===== src/rtl/hs_pkg.sv =====
// Shared types and constants for the handshake stream master.
package hs_pkg;

    typedef enum logic [0:0] {
        IDLE = 1'b0,
        RUN  = 1'b1
    } state_e;

    localparam logic [7:0] LFSR_SEED = 8'hA5;
    localparam logic [7:0] LFSR_TAPS = 8'hB8;   // taps 8,6,5,4

    // Fibonacci step: shift left, feedback is the parity of the tapped bits.
    function automatic logic [7:0] lfsr_next(input logic [7:0] s);
        return {s[6:0], ^(s & LFSR_TAPS)};
    endfunction

endpackage


===== src/rtl/hs_stream_master_if.sv =====
// Valid/ready stream bundle between the test master and its sink.
interface hs_stream_master_if #(
    parameter int DATA_W = 3
);
    logic              valid;
    logic              ready;
    logic [DATA_W-1:0] data;
    logic              last;

    modport master (output valid, output data, output last, input ready);
    modport slave  (input valid, input data, input last, output ready);
endinterface


===== src/rtl/hs_pattern_table.sv =====
// Pattern register file: async read, sync write, async reset to index defaults.
// Write addresses that do not match an entry fall through without effect.
module hs_pattern_table #(
    parameter int DATA_W = 3,
    parameter int DEPTH  = 5,
    parameter int ADDR_W = $clog2(DEPTH)
) (
    input  logic              clk,
    input  logic              rst,
    input  logic              we,
    input  logic [ADDR_W-1:0] waddr,
    input  logic [DATA_W-1:0] wdata,
    input  logic [ADDR_W-1:0] raddr,
    output logic [DATA_W-1:0] rdata
);

    logic [DEPTH-1:0][DATA_W-1:0] mem;

    // Reset loads table[i] = i mod 2**DATA_W; writes hit only a matching entry.
    always_ff @(posedge clk or posedge rst) begin
        if (rst) begin
            for (int i = 0; i < DEPTH; i++) mem[i] <= DATA_W'(i);
        end else if (we) begin
            for (int i = 0; i < DEPTH; i++)
                if (waddr == ADDR_W'(i)) mem[i] <= wdata;
        end
    end

    // Mux read without indexing past DEPTH for non-power-of-two tables.
    always_comb begin
        rdata = '0;
        for (int i = 0; i < DEPTH; i++)
            if (raddr == ADDR_W'(i)) rdata = mem[i];
    end

endmodule


===== src/rtl/hs_stream_master.sv =====
// Burst stream source driving a valid/ready sink from a loadable pattern table.
// Optional macro HS_MASTER_THROTTLE_EN inserts LFSR-driven one-cycle bubbles
// after transfers; without it valid stays high for the whole burst.
module hs_stream_master
    import hs_pkg::*;
#(
    parameter int DATA_W = 3,
    parameter int DEPTH  = 5,
    parameter int LEN_W  = 8
) (
    input  logic                     sys_clk,
    input  logic                     rst,
    input  logic                     start,
    input  logic [LEN_W-1:0]         burst_len,
    input  logic                     wr_en,
    input  logic [$clog2(DEPTH)-1:0] wr_addr,
    input  logic [DATA_W-1:0]        wr_data,
    hs_stream_master_if.master       strm,
    output logic                     busy,
    output logic                     done,
    output logic [LEN_W-1:0]         beat_cnt
);

    localparam int ADDR_W = $clog2(DEPTH);

    state_e            state;
    logic [ADDR_W-1:0] idx;
    logic [LEN_W-1:0]  cnt;
    logic [LEN_W-1:0]  len_q;
    logic              done_q;
    logic              gap;
    logic              valid_i;
    logic              last_i;
    logic              xfer;
    logic              tbl_we;
    logic [DATA_W-1:0] rd_data;

    assign valid_i = (state == RUN) && !gap;
    assign last_i  = valid_i && (cnt == len_q - LEN_W'(1));
    assign xfer    = valid_i && strm.ready;
    // Table is frozen while a burst is running so the beat order is stable.
    assign tbl_we  = wr_en && (state == IDLE);

    hs_pattern_table #(
        .DATA_W (DATA_W),
        .DEPTH  (DEPTH),
        .ADDR_W (ADDR_W)
    ) u_table (
        .clk   (sys_clk),
        .rst   (rst),
        .we    (tbl_we),
        .waddr (wr_addr),
        .wdata (wr_data),
        .raddr (idx),
        .rdata (rd_data)
    );

`ifdef HS_MASTER_THROTTLE_EN
    logic [7:0] lfsr;
    logic       bubble;

    // Free-running pseudo-random source, stepped every cycle.
    always_ff @(posedge sys_clk or posedge rst) begin
        if (rst) lfsr <= LFSR_SEED;
        else     lfsr <= lfsr_next(lfsr);
    end

    // One idle cycle after a non-final transfer when lfsr[0] is set.
    always_ff @(posedge sys_clk or posedge rst) begin
        if (rst) bubble <= 1'b0;
        else     bubble <= xfer && !last_i && lfsr[0];
    end

    assign gap = bubble;
`else
    assign gap = 1'b0;
`endif

    // Burst FSM with beat/index counters and the end-of-burst done pulse.
    always_ff @(posedge sys_clk or posedge rst) begin
        if (rst) begin
            state  <= IDLE;
            idx    <= '0;
            cnt    <= '0;
            len_q  <= '0;
            done_q <= 1'b0;
        end else begin
            done_q <= 1'b0;
            case (state)
                IDLE: begin
                    if (start) begin
                        cnt <= '0;
                        idx <= '0;
                        if (burst_len != '0) begin
                            len_q <= burst_len;
                            state <= RUN;
                        end else begin
                            done_q <= 1'b1;
                        end
                    end
                end
                RUN: begin
                    if (xfer) begin
                        idx <= (idx == ADDR_W'(DEPTH - 1)) ? '0 : idx + ADDR_W'(1);
                        cnt <= cnt + LEN_W'(1);
                        if (last_i) begin
                            state  <= IDLE;
                            done_q <= 1'b1;
                        end
                    end
                end
                default: state <= IDLE;
            endcase
        end
    end

    assign strm.valid = valid_i;
    assign strm.last  = last_i;
    assign strm.data  = valid_i ? rd_data : '0;
    assign busy       = (state == RUN);
    assign done       = done_q;
    assign beat_cnt   = cnt;

endmodule

===== src/flat_wrapper.sv =====
// flat-port wrapper written by rule: the top's interface ports become plain ports
module hs_stream_master_flat import hs_pkg::*;
#(
    parameter int DATA_W = 3,
    parameter int DEPTH  = 5,
    parameter int LEN_W  = 8
)
  (sys_clk, rst, start, burst_len, wr_en, wr_addr, wr_data, busy, done, beat_cnt, strm_valid, strm_data, strm_last, strm_ready);
  hs_stream_master_if #(.DATA_W(DATA_W)) strm_i ();
  input  logic sys_clk;
  input  logic rst;
  input  logic start;
  input  logic [LEN_W-1:0] burst_len;
  input  logic wr_en;
  input  logic [$clog2(DEPTH)-1:0] wr_addr;
  input  logic [DATA_W-1:0] wr_data;
  output logic busy;
  output logic done;
  output logic [LEN_W-1:0] beat_cnt;
  output wire logic [$bits(strm_i.valid)-1:0] strm_valid;
  output wire logic [$bits(strm_i.data)-1:0] strm_data;
  output wire logic [$bits(strm_i.last)-1:0] strm_last;
  input wire logic [$bits(strm_i.ready)-1:0] strm_ready;
  assign strm_valid = strm_i.valid;
  assign strm_data = strm_i.data;
  assign strm_last = strm_i.last;
  assign strm_i.ready = strm_ready;
  hs_stream_master #(.DATA_W(DATA_W), .DEPTH(DEPTH), .LEN_W(LEN_W)) u_core (.sys_clk(sys_clk), .rst(rst), .start(start), .burst_len(burst_len), .wr_en(wr_en), .wr_addr(wr_addr), .wr_data(wr_data), .strm(strm_i), .busy(busy), .done(done), .beat_cnt(beat_cnt));
endmodule

===== config.mk =====
export PLATFORM = sky130hd
export DESIGN_NAME = hs_stream_master_flat
export DESIGN_NICKNAME = d
export VERILOG_FILES = /design/src/rtl/hs_pkg.sv /design/src/rtl/hs_stream_master_if.sv /design/src/rtl/hs_pattern_table.sv /design/src/rtl/hs_stream_master.sv /design/src/flat_wrapper.sv
export SDC_FILE = /design/constraint.sdc
export NUM_CORES = 1
export LEC_CHECK = 0
export ABC_AREA = 1
export CORE_MARGIN = 2
export CORE_UTILIZATION = 53
export CTS_BUF_LIST = sky130_fd_sc_hd__clkbuf_16
export DETAILED_ROUTE_END_ITERATION = 12
export PLACE_DENSITY = 0.79
export SETUP_SLACK_MARGIN = 0.2
export SLEW_MARGIN = 10
export SYNTH_ARGS = -nofsm -noshare
export SYNTH_HDL_FRONTEND = slang
export SYNTH_SLANG_ARGS = --single-unit

===== constraint.sdc =====
create_clock -name sys_clk -period 2.7 [get_ports sys_clk]
set_clock_uncertainty 0.2 [all_clocks]
set_input_delay 0.675 -clock sys_clk [delete_from_list [all_inputs] [get_ports sys_clk]]
set_output_delay 0.675 -clock sys_clk [all_outputs]
set_load 0.02 [all_outputs]

==> reports/results.txt, run 1 <==
The flow ran to the end, and the final reports show no timing, DRC or antenna violations. The post-detailed-route wirelength per cell works out to 13.6 µm. The initial utilization of the core area, before any placement, comes to 55.8%. After detailed routing, the number of remaining DRC violations is 0. Category of the worst setup path capture point: an output pin. The synthesis warning total came out at 0.

Entering global routing, the biggest net connects 37 pins. In the post-synthesis netlist, the biggest area contributors are sky130_fd_sc_hd__dfrtp_1 (38%), sky130_fd_sc_hd__nand2_1 (15%), sky130_fd_sc_hd__o21ai_0 (8.0%), sky130_fd_sc_hd__inv_1 (6.7%), sky130_fd_sc_hd__dfstp_2 (6.4%). The net count of the mapped netlist was 299. The worst setup path is launched from a flop. The congestion estimate from routability-driven global placement came to 0.848. Across the whole layout, storage elements account for 908 µm². The floorplan has 22 rows. The number of synthesized register bits works out to 36. The logs give 0 for the initial antenna violation count and 1,946 for the via count. The die is 66.3 µm wide. Along the worst hold path, the cell count comes to 2. The tools report the relative max-transition margin as 69.5%.

Once detail routing completed, the nets flagged for antenna violations numbered 0. The filler cells instantiated in the layout total 294. The tools report the data arrival time at the worst-slack endpoint as 1800 ps. Setup repair after global routing could not meet its margin everywhere. Summed over all layers, the global routing overflow is 0. The number of clock buffers inserted by TritonCTS came out at 5. The core region is 0.00369 mm². The die covers 0.00440 mm².

Summed over all cells, the static leakage comes to 1.30 nW. The clock passes through at most 2 buffers. The logs give 36 for the total number of clock tree sinks and 0.533 mV for the maximum resistive drop on vdd. The least setup slack across all paths after layout was 21.7 ps. The final count of hold timing violations is 0, and the ratio of routed vias to standard cells is 5.15. For the worst flop-to-flop path, the logic depth is 13. The logs give 0 for the total setup violations reported at the end of the flow and 0.00105 mm² for the area of the multi-input gates.

Dividing the synthesized area by the synthesized cell count gives 7.54 µm². The port buffer count was 33; the die extent in y was 66.3 µm. The global router's overall resource usage was 25.9%; the minimum period implied by the final worst setup slack was 2680 ps.

The first-pass GRT wire length is 8540 µm. For the H-tree depth, the log shows 2. At the pin with the least slew margin, the transition time is 457 ps.

Dividing the final minimum period by the clock period gives 99.2%. Timing would allow up to 0.373 GHz. The synthesized design spends more area on one cell type than any other, namely sky130_fd_sc_hd__dfrtp_1.

The I/O pin count was 34; the cell count after synthesis was 273. Number of nets in the final layout: 355. The logs give 0.00206 mm² for the total standard cell area after synthesis and 0 for the max capacitance violation total. For the number of global-route vias before repair, the log shows 1,911. Yosys mapped the design onto 27 distinct sky130hd cell types.

The path class of the tightest hold or removal check is reg2reg. The total count of max-transition violations in the final report is 0, and the insertion delay of the later-clocked pin in the worst-skew pair is 280 ps. After the first detailed-routing iteration, the DRC count stood at 189. The run gives 5130 µm as the total wire length.

The tree is rooted in a sky130_fd_sc_hd__clkbuf_16. The post-route netlist has 17.9% of its cells at a drive strength greater than 1. For the required arrival time at the worst endpoint, the log shows 1820 ps. The power per unit of standard cell area was 718 mW/mm².

The area growth from synthesis to layout is 33.9%. The portion of synthesized cell area occupied by the leading cell type is 37.7%. TritonCTS built the clock tree. In this run the worst path has a maximum fanout of 4. Before antenna repair, the detailed router went through 4 iterations. The logs give -259 ps for the post-place setup slack and 0 for the count of inserted antenna diode cells. The logs give 44.1% for the sequential element share of the synthesized area and 1.98 mW for the overall power after layout. The clock edge transition at the registers on the reported setup and hold paths works out to 50 ps. The critical path in this run is classified as reg2out. The wire-length estimate of the detail-placed layout is 3670 µm.
## metal layers
layer,vias to the layer above,track usage (%),routed length (µm)
li1,982,-,-
met1,896,33.0,2330
met2,57,42.0,2470
met3,11,6.98,243
met4,0,9.69,90
met5,-,0,0
## path summary, 6_finish.rpt
path / startpoint / to / slack (ps)
setup / recovery: u_core.idx[2]$_DFFE_PP0P_ / strm_data[1] / 20
max in group asynchronous: rst / u_core.u_table.mem[10]$_DFFE_PP1P_ / 1340
hold reg to reg: u_core.u_table.mem[3]$_DFFE_PP1P_ / u_core.u_table.mem[3]$_DFFE_PP1P_ / 290
min in group asynchronous: rst / u_core.len_q[7]$_DFFE_PP0P_ / 610
setup reg to reg: u_core.len_q[0]$_DFFE_PP0P_ / u_core.done$_DFF_PP0_ / 930
hold / removal: u_core.u_table.mem[3]$_DFFE_PP1P_ / u_core.u_table.mem[3]$_DFFE_PP1P_ / 290
## area by class of cell
| type | instances | share of cell area [%] |
|---|---|---|
| well taps | 48 | 2.18 |
| clock buffers | 5 | 4.54 |
| repair buffers | 51 | 16.7 |
| flip-flops and latches | 36 | 33.0 |
| multi-input cells | 196 | 37.9 |
| clock inverters | 3 | 0.409 |
| inverters | 39 | 5.31 |
## power by group
group | internal, mW | switching [mW]
combinational | 0.360 | 0.412
sequential | 0.594 | 0.0735
clock | 0.332 | 0.207
total | 1.29 | 0.692
## synthesized netlist by cell type
cell                        n
sky130_fd_sc_hd__nand2_1   81
sky130_fd_sc_hd__inv_1     37
sky130_fd_sc_hd__o21ai_0   33
sky130_fd_sc_hd__dfrtp_1   31
sky130_fd_sc_hd__nor2_1    19
sky130_fd_sc_hd__nand3_1   16
sky130_fd_sc_hd__ha_1       7
sky130_fd_sc_hd__dfstp_2    5
sky130_fd_sc_hd__o21ai_1    5
sky130_fd_sc_hd__a21oi_1    4
sky130_fd_sc_hd__nand2_2    4
sky130_fd_sc_hd__nand4_1    4
sky130_fd_sc_hd__nor2_2     4
sky130_fd_sc_hd__a31oi_1    3
sky130_fd_sc_hd__xnor2_1    3
sky130_fd_sc_hd__inv_2      2
sky130_fd_sc_hd__nand3b_1   2
sky130_fd_sc_hd__nor2_4     2
sky130_fd_sc_hd__o22ai_1    2
sky130_fd_sc_hd__xor2_1     2
sky130_fd_sc_hd__buf_4      1
sky130_fd_sc_hd__buf_6      1
sky130_fd_sc_hd__nand3_2    1
sky130_fd_sc_hd__nor3_1     1
sky130_fd_sc_hd__nor4_1     1
sky130_fd_sc_hd__o21ai_4    1
sky130_fd_sc_hd__o21bai_1   1
## critical path, cell delays in order (launching register included)
cell and delay (ps):
sky130_fd_sc_hd__dfrtp_1 480, sky130_fd_sc_hd__inv_1 190, sky130_fd_sc_hd__ha_1 250, sky130_fd_sc_hd__buf_4 150, sky130_fd_sc_hd__nand2_1 50, sky130_fd_sc_hd__a31oi_1 220, sky130_fd_sc_hd__buf_4 180
## registers in the layout (all words and copies together), names as in the netlist
| register | cells |
|---|---|
| u_core.len_q | 8 |
| u_core.busy | 1 |
| u_core.u_table.mem | 15 |
| u_core.beat_cnt | 8 |
| u_core.idx | 3 |
| u_core.done | 1 |
## stage by stage
step	cells	cell area, µm²	setup TNS (ps)	hold slack, ps	util, %
floorplan	273	2060	0	248	-
global placement	367	2540	-641	268	68.9
CTS	377	2750	0	292	74.5
finish	378	2760	0	292	74.7
global route	378	2760	-123	319	74.7
detailed placement	367	2540	-811	274	68.9
## cell usage in the layout (no fill, tap or decap), drive strengths merged
master and instances:
nand2 85, inv 40, o21ai 39, dfrtp 31, clkdlybuf4s50 29, nor2 25
buf 22, nand3 17, ha 7, clkbuf 5, dfstp 5, nand4 4
a21oi 4, xnor2 3, a31oi 3, o22ai 2, xor2 2, nand3b 2
clkinv 2, nor4 1, o21bai 1, nor3 1
## cells by family after synthesis
group / count (synthesis) / synth area share (%)
flops: 36 / 44.1
compound gates: 49 / 12.9
buf+inv: 41 / 8.02
fa+ha+maj: 7 / 4.26
simple gates: 135 / 28.6
xor+xnor: 5 / 2.13
## what timing repair did
item / in CTS / in global routing
setup buffers: 2 / 1
hold buffers: 0 / 0
endpoints found under the hold margin: 0 / 0
gates resized for setup: 47 / 2
pin swaps: 12 / 16
setup endpoints to repair: 4 / 4
Note: power is estimated with default switching activity, not from simulation.
==> run 2, diff against run 1 <==
- SLEW_MARGIN: 10 -> 20
==> results of run 2 <==
No change in the layout: final DEF, timing and power equal those of run 1.
